### config.mk
export PLATFORM = sky130hd
export DESIGN_NAME = adc_scan_sequencer
export DESIGN_NICKNAME = d
export VERILOG_FILES = /design/src/rtl/voltmeter_pkg.sv /design/src/rtl/scan_period_timer.sv /design/src/rtl/adc_scan_sequencer.sv
export SDC_FILE = /design/constraint.sdc
export NUM_CORES = 1
export LEC_CHECK = 0
export BUFFER_PORTS_ARGS = -buffer_cell sky130_fd_sc_hd__buf_2
export CORE_ASPECT_RATIO = 1.5
export CORE_MARGIN = 8
export CORE_UTILIZATION = 45
export DETAILED_ROUTE_END_ITERATION = 8
export PLACE_DENSITY = 0.79
export SYNTH_ARGS = -nofsm -noshare
export SYNTH_HDL_FRONTEND = slang
export SYNTH_HIERARCHICAL = 1
export SYNTH_SLANG_ARGS = --single-unit
### constraint.sdc
create_clock -name clk -period 3.33 [get_ports clk]
set_clock_uncertainty 0.2 [all_clocks]
set_input_delay 0.333 -clock clk [delete_from_list [all_inputs] [get_ports clk]]
set_output_delay 0.333 -clock clk [all_outputs]
set_load 0.005 [all_outputs]
### src/rtl/voltmeter_pkg.sv
// Shared constants and scan FSM encoding for the voltmeter datapath.
// Channel count, result width and scan timing defaults.
package voltmeter_pkg;
   localparam int NCH = 13;
   localparam int DW = 16;
   localparam int CHW = 4;
   localparam int SCAN_PERIOD_DEF = 1_000_000;
   localparam int TIMEOUT_DEF = 200_000;

   typedef enum logic [1:0] {
      IDLE,
      ISSUE,
      WAIT,
      ADVANCE
   } scan_state_t;
endpackage

### src/rtl/scan_period_timer.sv
// Free-running scan period counter with a single-entry tick latch.
// Counter is held at zero while scanning is disabled.
module scan_period_timer
   import voltmeter_pkg::*;
#(
   parameter int PERIOD = SCAN_PERIOD_DEF
) (
   input  logic clk,
   input  logic rst_n,
   input  logic enable,
   input  logic clear,
   output logic tick_pending
);

   localparam int CW = $clog2(PERIOD);

   logic [CW-1:0] cnt;
   logic          wrap;

   assign wrap = enable && (cnt == CW'(PERIOD - 1));

   always_ff @(posedge clk or negedge rst_n) begin
      if (!rst_n) begin
         cnt <= '0;
         tick_pending <= 1'b0;
      end else begin
         if (!enable || wrap)
            cnt <= '0;
         else
            cnt <= cnt + 1'b1;
         // a fresh wrap outranks the consumer's clear
         if (wrap)
            tick_pending <= 1'b1;
         else if (clear)
            tick_pending <= 1'b0;
      end
   end

endmodule

### src/rtl/adc_scan_sequencer.sv
// Round-robin conversion scheduler over all measurement channels.
// Owns the shared engine, result bank, stale flags and timeouts.
module adc_scan_sequencer
   import voltmeter_pkg::*;
#(
   parameter int SCAN_PERIOD = SCAN_PERIOD_DEF,
   parameter int TIMEOUT = TIMEOUT_DEF
) (
   input  logic              clk,
   input  logic              rst_n,
   input  logic              enable,
   output logic              conv_start,
   output logic [CHW-1:0]    conv_ch,
   input  logic              conv_done,
   input  logic [DW-1:0]     conv_data,
   output logic [NCH*DW-1:0] ch_data,
   output logic [NCH-1:0]    ch_stale,
   output logic              scan_done,
   output logic              busy
);

   localparam int TW = $clog2(TIMEOUT + 1);

   scan_state_t    state, state_nx;
   logic [CHW-1:0] ch_nx;
   logic [TW-1:0]  tcnt;
   logic           tick_pending;
   logic           tick_clr;
   logic           start_nx;
   logic           sdone_nx;
   logic           store;
   logic           expire;

   scan_period_timer #(
      .PERIOD(SCAN_PERIOD)
   ) u_timer (
      .clk          (clk),
      .rst_n        (rst_n),
      .enable       (enable),
      .clear        (tick_clr),
      .tick_pending (tick_pending)
   );

   always_comb begin
      state_nx = state;
      ch_nx = conv_ch;
      tick_clr = 1'b0;
      start_nx = 1'b0;
      sdone_nx = 1'b0;
      store = 1'b0;
      expire = 1'b0;
      unique case (state)
         IDLE: begin
            if (enable && tick_pending) begin
               tick_clr = 1'b1;
               ch_nx = '0;
               state_nx = ISSUE;
            end
         end
         ISSUE: begin
            start_nx = 1'b1;
            state_nx = WAIT;
         end
         WAIT: begin
            if (conv_done) begin
               store = 1'b1;
               state_nx = ADVANCE;
            end else if (tcnt == TW'(TIMEOUT - 1)) begin
               expire = 1'b1;
               state_nx = ADVANCE;
            end
         end
         ADVANCE: begin
            if (conv_ch == CHW'(NCH - 1)) begin
               sdone_nx = 1'b1;
               state_nx = IDLE;
            end else if (!enable) begin
               state_nx = IDLE;
            end else begin
               ch_nx = conv_ch + 1'b1;
               state_nx = ISSUE;
            end
         end
         default: state_nx = IDLE;
      endcase
   end

   always_ff @(posedge clk or negedge rst_n) begin
      if (!rst_n) begin
         state <= IDLE;
         conv_ch <= '0;
         conv_start <= 1'b0;
         scan_done <= 1'b0;
         busy <= 1'b0;
         tcnt <= '0;
         ch_data <= '0;
         ch_stale <= '1;
      end else begin
         state <= state_nx;
         conv_ch <= ch_nx;
         conv_start <= start_nx;
         scan_done <= sdone_nx;
         busy <= (state_nx != IDLE);
         // zero in ISSUE so the count equals cycles since conv_start
         if (state == ISSUE)
            tcnt <= '0;
         else if (state == WAIT)
            tcnt <= tcnt + 1'b1;
         for (int k = 0; k < NCH; k++) begin
            if (conv_ch == CHW'(k)) begin
               if (store) begin
                  ch_data[k*DW +: DW] <= conv_data;
                  ch_stale[k] <= 1'b0;
               end else if (expire) begin
                  ch_stale[k] <= 1'b1;
               end
            end
         end
      end
   end

endmodule

==> results of run 1 <==
[how the worst min path moves through the flow]
stage | start | to | slack [ns] | cells after the start
3_5_place_dp | rst_n | ch_data[6] | 0.20 | 1
6_report | conv_data[0] | ch_data[48] | 0.04 | 2
4_1_cts | conv_data[0] | ch_data[48] | 0.03 | 2
2_1_floorplan | rst_n | busy | -0.16 | 0
5_1_grt | conv_data[0] | ch_data[0] | 0.06 | 2
3_3_place_gp | rst_n | ch_data[182] | 0.20 | 1
[flip-flops by register name, summed over array words and instances, names as in the netlist]
name,cells
ch_data,208
u_timer/cnt,20
tcnt,18
ch_stale,13
conv_ch,4
state,2
busy,1
conv_start,1
scan_done,1
u_timer/tick_pending,1
[power by group through the flow]
stage / clock network [uW] / registers, uW / logic, uW
6_report: 3190 / 4450 / 2390
5_1_grt: 3380 / 4550 / 2600
4_1_cts: 3270 / 4440 / 2430
3_5_place_dp: 0 / 4500 / 2420
3_3_place_gp: 0 / 4450 / 2350
2_1_floorplan: 0 / 4490 / 1190
[per-layer routing]
layer | vias up | GRT usage, % | routed length [um]
met1 | 3746 | 22.0 | 10800
met2 | 239 | 34.2 | 14900
met5 | - | 0 | 13
met4 | 2 | 7.28 | 1060
met3 | 51 | 3.89 | 2030
li1 | 3344 | - | -
[cell usage in the layout, fill, tap and decap left out, types with 13 or more instances in the layout]
| cell | netlist | routed |
|---|---|---|
| dfstp_2 | 13 | 13 |
| nor2_1 | 28 | 27 |
| buf_4 | 0 | 18 |
| o21ai_0 | 25 | 25 |
| clkbuf_16 | 0 | 26 |
| nand3_1 | 35 | 35 |
| nand2_1 | 43 | 43 |
| a21oi_1 | 16 | 16 |
| mux2_2 | 209 | 209 |
| buf_2 | 16 | 246 |
| dfrtp_1 | 256 | 256 |
| inv_1 | 19 | 19 |
[synthesized netlist by cell type, drive strengths merged (2+ instances only)]
cell type    n  share of area (%)
nor4         7               0.40
and4b        2               0.18
o31ai        5               0.34
xnor2       10               0.80
o211ai       2               0.14
clkbuf      31                1.1
dfstp       13                3.1
inv         19               0.65
a21oi       16               0.73
and2         2               0.11
mux2       209                 21
nor2b        4               0.23
a22oi        3               0.21
nand4        8               0.59
nand2       43                1.5
nand2b       2               0.11
nor3b        2               0.14
ha          10                1.1
dfrtp      256                 58
or4         10               0.72
nand3       36                1.8
and3         6               0.34
buf         16               0.73
nor3         6               0.27
xor2         9               0.72
o22ai        4               0.23
mux2i        2               0.18
nor2        28               0.96
or3          5               0.29
o21ai       25                1.1
[cell type report]
class                   count  area, um2
repair buffers            270       1460
clock buffers              33        717
clock inverters            15        233
inverters                  19       71.3
flip-flops and latches    269       6750
multi-input cells         471       3950
fillers                  2001      10600
well taps                 324        405
[logic make-up (layout without fill, tap and decap cells)]
logic type	after synthesis	count (layout)	synth area share, %
AOI/OAI and AO/OA	63	63	3.57
xor gates and xnor gates	19	19	1.52
adders and majority gates	10	10	1.14
buffers and inverters	66	337	2.45
DFF	269	269	61.5
muxes	211	211	21.6
and+or+nand+nor	168	168	8.15
[stage by stage]
stage / setup WS (ns) / util, % / instance area, um2
floorplan: 0.952 / - / 11000
global placement: 0.676 / 52.2 / 12600
detailed placement: 0.576 / 52.2 / 12600
CTS: 0.572 / 56.2 / 13600
global route: 0.423 / 56.2 / 13600
finish: 0.552 / 56.2 / 13600
==> out/results.tsv, run 1 <==
stage	metric	value	unit
critical_path	end_kind	flop	
placement	dp.cells	1351	
die	start_util	45.4	%
critical_path	cp.depth	6	
logic_synthesis	ys.warnings.count	6	
drt	routed_wl	28800	um
cts	cts_tree	yes	
cts	clk_latency	0.53	ns
sta	finalMaxSlewViolations	0	
sta	maxSlewHeadroom	35.0	%
critical_path	critPathRequiredTime	3.59	ns
critical_path	crit_fanout	13	
global_route	gr-total-overflow	0	
sta	fin_crit	2.78	ns
finish	nets	1087	
critical_path	critPathLaunchType	flop	
critical_path	reg2reg_slack	0.55	ns
pwr	pwr-share-seq	44.3	%
finish	drive_gt1_share	50.3	%
drt	vias	7382	
sta	fin_crit_sh	83.4	%
critical_path	worstSetupStartpoint	state[1]	
hold_path	hp-class	input port to flop	
critical_path	cp_data_arrival_time	3.03	ns
logic_synthesis	synth-seq-cells	269	
pwr	cellPowerDensity	738	nW/um2
logic_synthesis	synth_edf_count	0	
critical_path	regToRegStartpoint	state[1]	
critical_path	worstSetupEndpoint	tcnt[16]	
cts	htreeDepth	1	
critical_path	cp_cell_sequence	inv_1 > ha_1 > nand4_4 > or4_4 > or4_1 > a21oi_1	
pwr	vdd_drop_max	0.739	mV
cts	cts_buffer_depth	3	
cts	cts_resized	0	
drt	ant_nets	0	
sta	hold_slack	0.0439	ns
cts	cts_setup_buffers	0	
flow_run	cap_viol_max_count	0	
placement	io_buffer_count	247	
pwr	power	10000	uW
die	rows	70	
pwr	combPwrFrac	23.8	%
cts	hold_buffers	2	
pwr	p_int	7140	uW
sta	tns	0	ns
critical_path	r2r_cells	6	
global_route	gr-usage-all-layers	19.2	%
global_route	grt_pass1_vias	7769	
sta	setup_viol	0	
drt	via_per_inst	5.27	
logic_synthesis	syn_area_per_cell	13.6	um2
logic_synthesis	ys_types	49	
critical_path	slowest_delay	0.56	ns
drt	dr.pass1.iters	5	
die	die_area	29700	um2
die	core	24200	um2
placement	place.gp.congestion	0.841	
critical_path	crit_slowest_cell	ha_1	
drt	drt_iter0_markers	347	
global_route	grt_pass1_wl	44700	um
logic_synthesis	netlist_area	11000	um2
critical_path	crit_type	flop to flop	
critical_path	r2r-end	tcnt[16]	
global_route	grt_max_degree	92	
cts	cts_sinks	269	
sta	worst_pin_slew	0.971	ns
finish	insertedDiodeCount	0	
drt	wl_per_cell	20.6	um
logic_synthesis	synth_seq_area_share	61.5	%
die	die_w	143	um
finish	final_cells	1401	
pwr	p_leak	0.00717	uW
sta	max_freq	360	MHz
drt	drc_errors	0	
logic_synthesis	synthFlopType	dfrtp_1	
die	pin_count	248	
critical_path	crit_family	simple AND/OR/NAND/NOR gates	
finish	area_growth	23.9	%
placement	dp_hpwl	21100	um
critical_path	cp_num_buf_inv	1	
logic_synthesis	netlist_instances	806	
outcome	status	finished clean	
sta	rsz0062_at_grt	no	
pwr	sw_frac_of_total	28.8	%
cts	clk_pin_slew_worst_paths	0.07	ns
die	die_h	207	um
sta	finalHoldViolations	0	
pwr	clockPowerShare	31.9	%
cts	numCtsBuffers	26	
global_route	antenna_found_initial	1	
pwr	p_sw	2890	uW
logic_synthesis	syn_nets	836	
cts	root_buffer	clkbuf_16	
logic_synthesis	synthArstFlopShare	100	%
Note: power is estimated with default switching activity, not from simulation.
==> run 2: changes to the inputs <==
==> constraint.sdc (replaced) <==
create_clock -name clk -period 2.9 [get_ports clk]
set_clock_uncertainty 0.2 [all_clocks]
set_input_delay 0.29 -clock clk [delete_from_list [all_inputs] [get_ports clk]]
set_output_delay 0.29 -clock clk [all_outputs]
set_load 0.005 [all_outputs]
==> run 2 against run 1 <==
Effect of this change: sequential power rose by 15%; non-clock buffer count increased by 14; routed wire length rose by 0.37%; die area did not move; combinational power is 15% higher; sequential share of layout area increased by 0.14 points; largest power group unchanged.
==> out/results.tsv, run 2 (synthesis gave the netlist of run 1 again) <==
stage	metric	value	unit	change
outcome	status	finished clean		
finish	largest_register_ffs	208		unchanged
cts	numCtsBuffers	24		-7.7%
sta	maxSlewHeadroom	55.1	%	+20 points
finish	regMostFlops	ch_data		
pwr	vdd_drop_max	0.468	mV	-37%
cts	cts_buffer_depth	3		unchanged
sta	setup_viol	0		unchanged
drt	routed_wl	28900	um	+0.37%
hold_path	hp-class	input port to flop		
drt	drc_errors	0		unchanged
drt	top_layer_used	met5		
drt	wl_met2	14600	um	-1.7%
drt	wl_per_cell	20.5	um	-0.34%
finish	insertedDiodeCount	0		unchanged
cts	cts_resized	0		unchanged
finish	final_common_cell	dfrtp_1		
die	pin_count	248		unchanged
pwr	clockPowerShare	28.8	%	-3.1 points
critical_path	crit_type	flop to flop		
finish	reg_top3	ch_data: 208 flops, u_timer/cnt: 20 flops, tcnt: 18 flops		
sta	fin_crit	2.53	ns	-0.246 ns
pwr	pwr-share-seq	46.3	%	+2.0 points
pwr	p_sw	3240	uW	+12%
cts	cts_sinks	269		unchanged
drt	vias	7481		+1.3%
pwr	power	11100	uW	+10%
critical_path	critPathLaunchType	flop		
pwr	p_leak	0.00717	uW	about the same
finish	drive_gt1_share	50.1	%	-0.19 points
critical_path	end_kind	flop		
flow_run	cap_viol_max_count	0		unchanged
finish	fill_cells	1999		-0.10%
placement	io_buffer_count	247		unchanged
drt	wl_met3	2130	um	+5.2%
pwr	combPwrFrac	24.8	%	+1.0 points
global_route	antenna_found_initial	1		unchanged
cts	htreeDepth	1		unchanged
sta	rsz0062_at_grt	no		
finish	area_growth	23.6	%	
sta	fin_crit_sh	87.3	%	+3.9 points
drt	ant_nets	0		unchanged
finish	multi_input_area	3950	um2	unchanged
placement	place.gp.congestion	0.803		-4.6%
pwr	sw_frac_of_total	29.3	%	+0.51 points
sta	finalMaxSlewViolations	0		unchanged
global_route	grt_pass1_wl	45000	um	+0.71%
die	die_w	143	um	unchanged
die	rows	70		unchanged
drt	drt_iter0_markers	315		-9.2%
sta	tns	0	ns	unchanged
die	core	24200	um2	unchanged
cts	root_buffer	clkbuf_16		
drt	m1WireLength	11100	um	+2.1%
critical_path	cp_data_arrival_time	2.78	ns	-0.25 ns
die	die_h	207	um	unchanged
finish	nets	1099		+1.1%
global_route	grt_pass1_vias	7773		+0.051%
finish	final_cell_mix	dfrtp_1 (256), buf_2 (246), mux2_2 (209)		
cts	clk_latency	0.52	ns	about the same
critical_path	critPathRequiredTime	3.14	ns	-0.45 ns
drt	dr.pass1.iters	4		-1
die	die_area	29700	um2	unchanged
drt	via_per_inst	5.30		+0.62%
sta	worst_pin_slew	0.673	ns	-0.298 ns
cts	hold_buffers	5		+3
finish	fin_util	56.1	%	-0.16 points
global_route	gr-usage-all-layers	19.3	%	+0.12 points
finish	seqCellArea	6750	um2	unchanged
sta	finalHoldViolations	0		unchanged
global_route	grt_max_degree	84		-8.7%
sta	max_freq	395	MHz	+9.7%
cts	cts_setup_buffers	0		unchanged
critical_path	crit_fanout	9		-4
cts	cts_tree	yes		
die	start_util	45.4	%	unchanged
global_route	gr-total-overflow	0		unchanged
pwr	p_int	7820	uW	+9.5%
pwr	cellPowerDensity	816	nW/um2	+11%
cts	clk_pin_slew_worst_paths	0.06	ns	about the same
placement	dp_hpwl	20700	um	-1.9%
run 2: changes by cell type in the layout (fill, tap and decap cells not counted), sizes merged:
cell,delta
buf,+11
bufinv,-3
clkbuf,+3
clkinv,-1
clkinvlp,-2
dlygate4sd3,+3
inv,-1
run 2: worst paths after layout:
path,slack [ns],from,to,depth (start not counted)
setup / recovery,0.37,state[1],tcnt[16],6
hold / removal,0.02,conv_data[2],ch_data[194],2
setup reg to reg,0.37,state[1],tcnt[16],6
hold reg to reg,0.28,ch_stale[10],ch_stale[10],2
max in group asynchronous,1.52,rst_n,ch_data[75],3
min in group asynchronous,0.17,rst_n,u_timer/cnt[11],2
run 2: layer usage:
metal / global-route usage, % / vias up
met3: 3.57 / 59
li1: - / 3377
met4: 7.61 / 2
met2: 33.6 / 258
met1: 23.0 / 3785
met5: 0 / -
run 2: final cells by class:
cell class                      instances  area share [%]
Sequential cell                       269            49.8
Multi-Input combinational cell        471            29.2
Timing Repair Buffer                  284            11.7
Clock buffer                           36            5.06
Tap cell                              324            2.99
Clock inverter                          8           0.748
Inverter                               19           0.526
run 2: metrics by stage:
step           cells  hold WS, ns  worst slack (ns)  instance area [um2]
6_report        1411       0.0225             0.367                13600
5_1_grt         1411       0.0446             0.242                13600
4_1_cts         1411      0.00933             0.393                13600
3_5_place_dp    1362        0.142             0.409                12700
3_3_place_gp    1362        0.152             0.427                12700
2_1_floorplan    806       -0.206             0.522                11000
run 2: worst max-delay path, cell delays in order, from the launching register on:
cell     delay (ns)
dfrtp_1        0.45
inv_1          0.11
ha_1           0.35
nand4_4        0.17
or4_4          0.55
or4_1          0.48
a21oi_1        0.15
run 2: power groups by stage:
| stage | Sequential (uW) | Clock, uW | Combinational, uW |
|---|---|---|---|
| after floorplan | 5160 | 0 | 1370 |
| after global placement | 5130 | 0 | 2710 |
| after detailed placement | 5180 | 0 | 2780 |
| after CTS | 5120 | 3260 | 2810 |
| after global routing | 5230 | 3400 | 3020 |
| final | 5120 | 3190 | 2750 |
==> run 3: changes to the inputs <==
--- a/config.mk
+++ b/config.mk
@@ -10,7 +10,7 @@
 export CORE_MARGIN = 8
 export CORE_UTILIZATION = 45
 export DETAILED_ROUTE_END_ITERATION = 8
-export PLACE_DENSITY = 0.79
+export PLACE_DENSITY = 0.66
 export SYNTH_ARGS = -nofsm -noshare
 export SYNTH_HDL_FRONTEND = slang
 export SYNTH_HIERARCHICAL = 1
==> run 3 against run 2 <==
Effect of this change: global-route usage decreased by 0.17 points; clock power is 3% higher; setup slack lost 0.016 ns; critical path type unchanged; largest power group unchanged; sequential share of layout area increased by 0.16 points; routed wire length fell by 0.86%.
==> out/results.tsv, run 3 (synthesis gave the netlist of run 1 again) <==
stage	metric	value	unit	change
outcome	status	finished clean		
placement	dp_hpwl	20500	um	-0.96%
sta	fin_crit_sh	87.9	%	+0.56 points
finish	final_common_cell	dfrtp_1		
hold_path	hp-class	input port to flop		
cts	clk_latency	0.52	ns	about the same
placement	place.gp.congestion	0.833		+3.8%
finish	nets	1092		-0.64%
drt	ant_nets	0		unchanged
sta	fin_ws	0.351	ns	-0.0164 ns
drt	wl_per_cell	20.4	um	-0.36%
critical_path	end_kind	flop		
pwr	vdd_drop_max	0.476	mV	+1.9%
finish	drive_gt1_share	50.5	%	+0.32 points
sta	max_freq	392	MHz	-0.64%
finish	insertedDiodeCount	0		unchanged
cts	numCtsBuffers	25		+4.2%
global_route	antenna_found_initial	0		-1
critical_path	critPathRequiredTime	3.14	ns	about the same
finish	final_cell_mix	dfrtp_1 (256), buf_2 (246), mux2_2 (209)		
pwr	cellPowerDensity	824	nW/um2	+0.93%
cts	htreeDepth	1		unchanged
sta	tns	0	ns	unchanged
flow_run	cap_viol_max_count	0		unchanged
sta	hold_slack	0.0336	ns	+0.0111 ns
critical_path	crit_fanout	9		unchanged
sta	maxSlewHeadroom	57.9	%	+2.8 points
cts	cts_setup_buffers	0		unchanged
global_route	gr-total-overflow	0		unchanged
cts	cts_resized	0		unchanged
finish	multi_input_area	3950	um2	unchanged
drt	drt_iter0_markers	451		+43%
sta	worst_pin_slew	0.623	ns	-0.0502 ns
critical_path	critPathLaunchType	flop		
finish	area_growth	23.2	%	
drt	vias	7371		-1.5%
finish	reg_top3	ch_data: 208 flops, u_timer/cnt: 20 flops, tcnt: 18 flops		
sta	finalHoldViolations	0		unchanged
finish	regMostFlops	ch_data		
placement	io_buffer_count	247		unchanged
placement	pre_cts_slack	0.375	ns	-0.0337 ns
drt	routed_wl	28700	um	-0.86%
critical_path	crit_type	flop to flop		
drt	via_per_inst	5.25		-0.98%
die	die_h	207	um	unchanged
sta	setup_viol	0		unchanged
die	rows	70		unchanged
die	start_util	45.4	%	unchanged
die	die_area	29700	um2	unchanged
global_route	grt_pass1_vias	7604		-2.2%
sta	rsz0062_at_grt	no		
global_route	grt_max_degree	63		-25%
cts	hold_buffers	2		-3
critical_path	cp_data_arrival_time	2.79	ns	about the same
global_route	grt_pass1_wl	44500	um	-1.2%
drt	drc_errors	0		unchanged
die	core	24200	um2	unchanged
sta	fin_crit	2.55	ns	+0.0164 ns
sta	finalMaxSlewViolations	0		unchanged
placement	place_area	12700	um2	-0.39%
cts	cts_tree	yes		
die	pin_count	248		unchanged
die	die_w	143	um	unchanged
pwr	p_leak	0.00715	uW	-0.28%
finish	design_area	13500	um2	-0.31%
cts	cts_sinks	269		unchanged
finish	fill_cells	2061		+3.1%
finish	seqCellArea	6750	um2	unchanged
cts	clk_pin_slew_worst_paths	0.06	ns	about the same
cts	root_buffer	clkbuf_16		
drt	dr.pass1.iters	4		unchanged
cts	cts_buffer_depth	3		unchanged
finish	largest_register_ffs	208		unchanged
global_route	gr-usage-all-layers	19.2	%	-0.17 points
==> run 3: stage by stage <==
step	total power [uW]	std cells	util, %
2_1_floorplan	6530	806	-
3_3_place_gp	7860	1357	52.4
3_5_place_dp	7950	1357	52.4
4_1_cts	11300	1404	55.9
5_1_grt	11700	1404	55.9
6_report	11100	1404	55.9
==> run 3: cell type report <==
class | count | area share (%)
Sequential cell | 269 | 50.0
Multi-Input combinational cell | 471 | 29.3
Timing Repair Buffer | 276 | 11.2
Clock buffer | 34 | 5.25
Tap cell | 324 | 3.00
Clock inverter | 11 | 0.852
Inverter | 19 | 0.528
==> run 3: path summary, 6_finish.rpt <==
path | start | to | slack, ns | cells past startpoint
hold reg to reg | ch_stale[6] | ch_stale[6] | 0.27 | 2
min in group asynchronous | rst_n | ch_data[171] | 0.09 | 2
max in group asynchronous | rst_n | ch_stale[3] | 1.68 | 3
hold / removal | conv_data[2] | ch_data[66] | 0.03 | 2
setup reg to reg | state[1] | tcnt[16] | 0.35 | 6
setup / recovery | state[1] | tcnt[16] | 0.35 | 6
==> run 3: worst max-delay path, stage by stage, from the launching register on <==
cell     delay, ns
dfrtp_1       0.45
inv_1         0.11
ha_1          0.36
nand4_4       0.18
or4_4         0.55
or4_1         0.47
a21oi_1       0.16
==> run 3: layer usage <==
metal,part of all wire (%),vias up,track usage [%]
li1,-,3369,-
met1,38,3726,22.1
met2,52,231,34.9
met3,7.0,45,3.61
met4,2.6,0,5.53
met5,0,-,0
==> run 3: where the power goes <==
| part | internal [uW] | switching (uW) | total (uW) | leakage, uW |
|---|---|---|---|---|
| clock | 1890 | 1390 | 3290 | 0.000409 |
| combinational | 1400 | 1310 | 2710 | 0.00314 |
| sequential | 4590 | 536 | 5130 | 0.00360 |
| total | 7890 | 3240 | 11100 | 0.00715 |
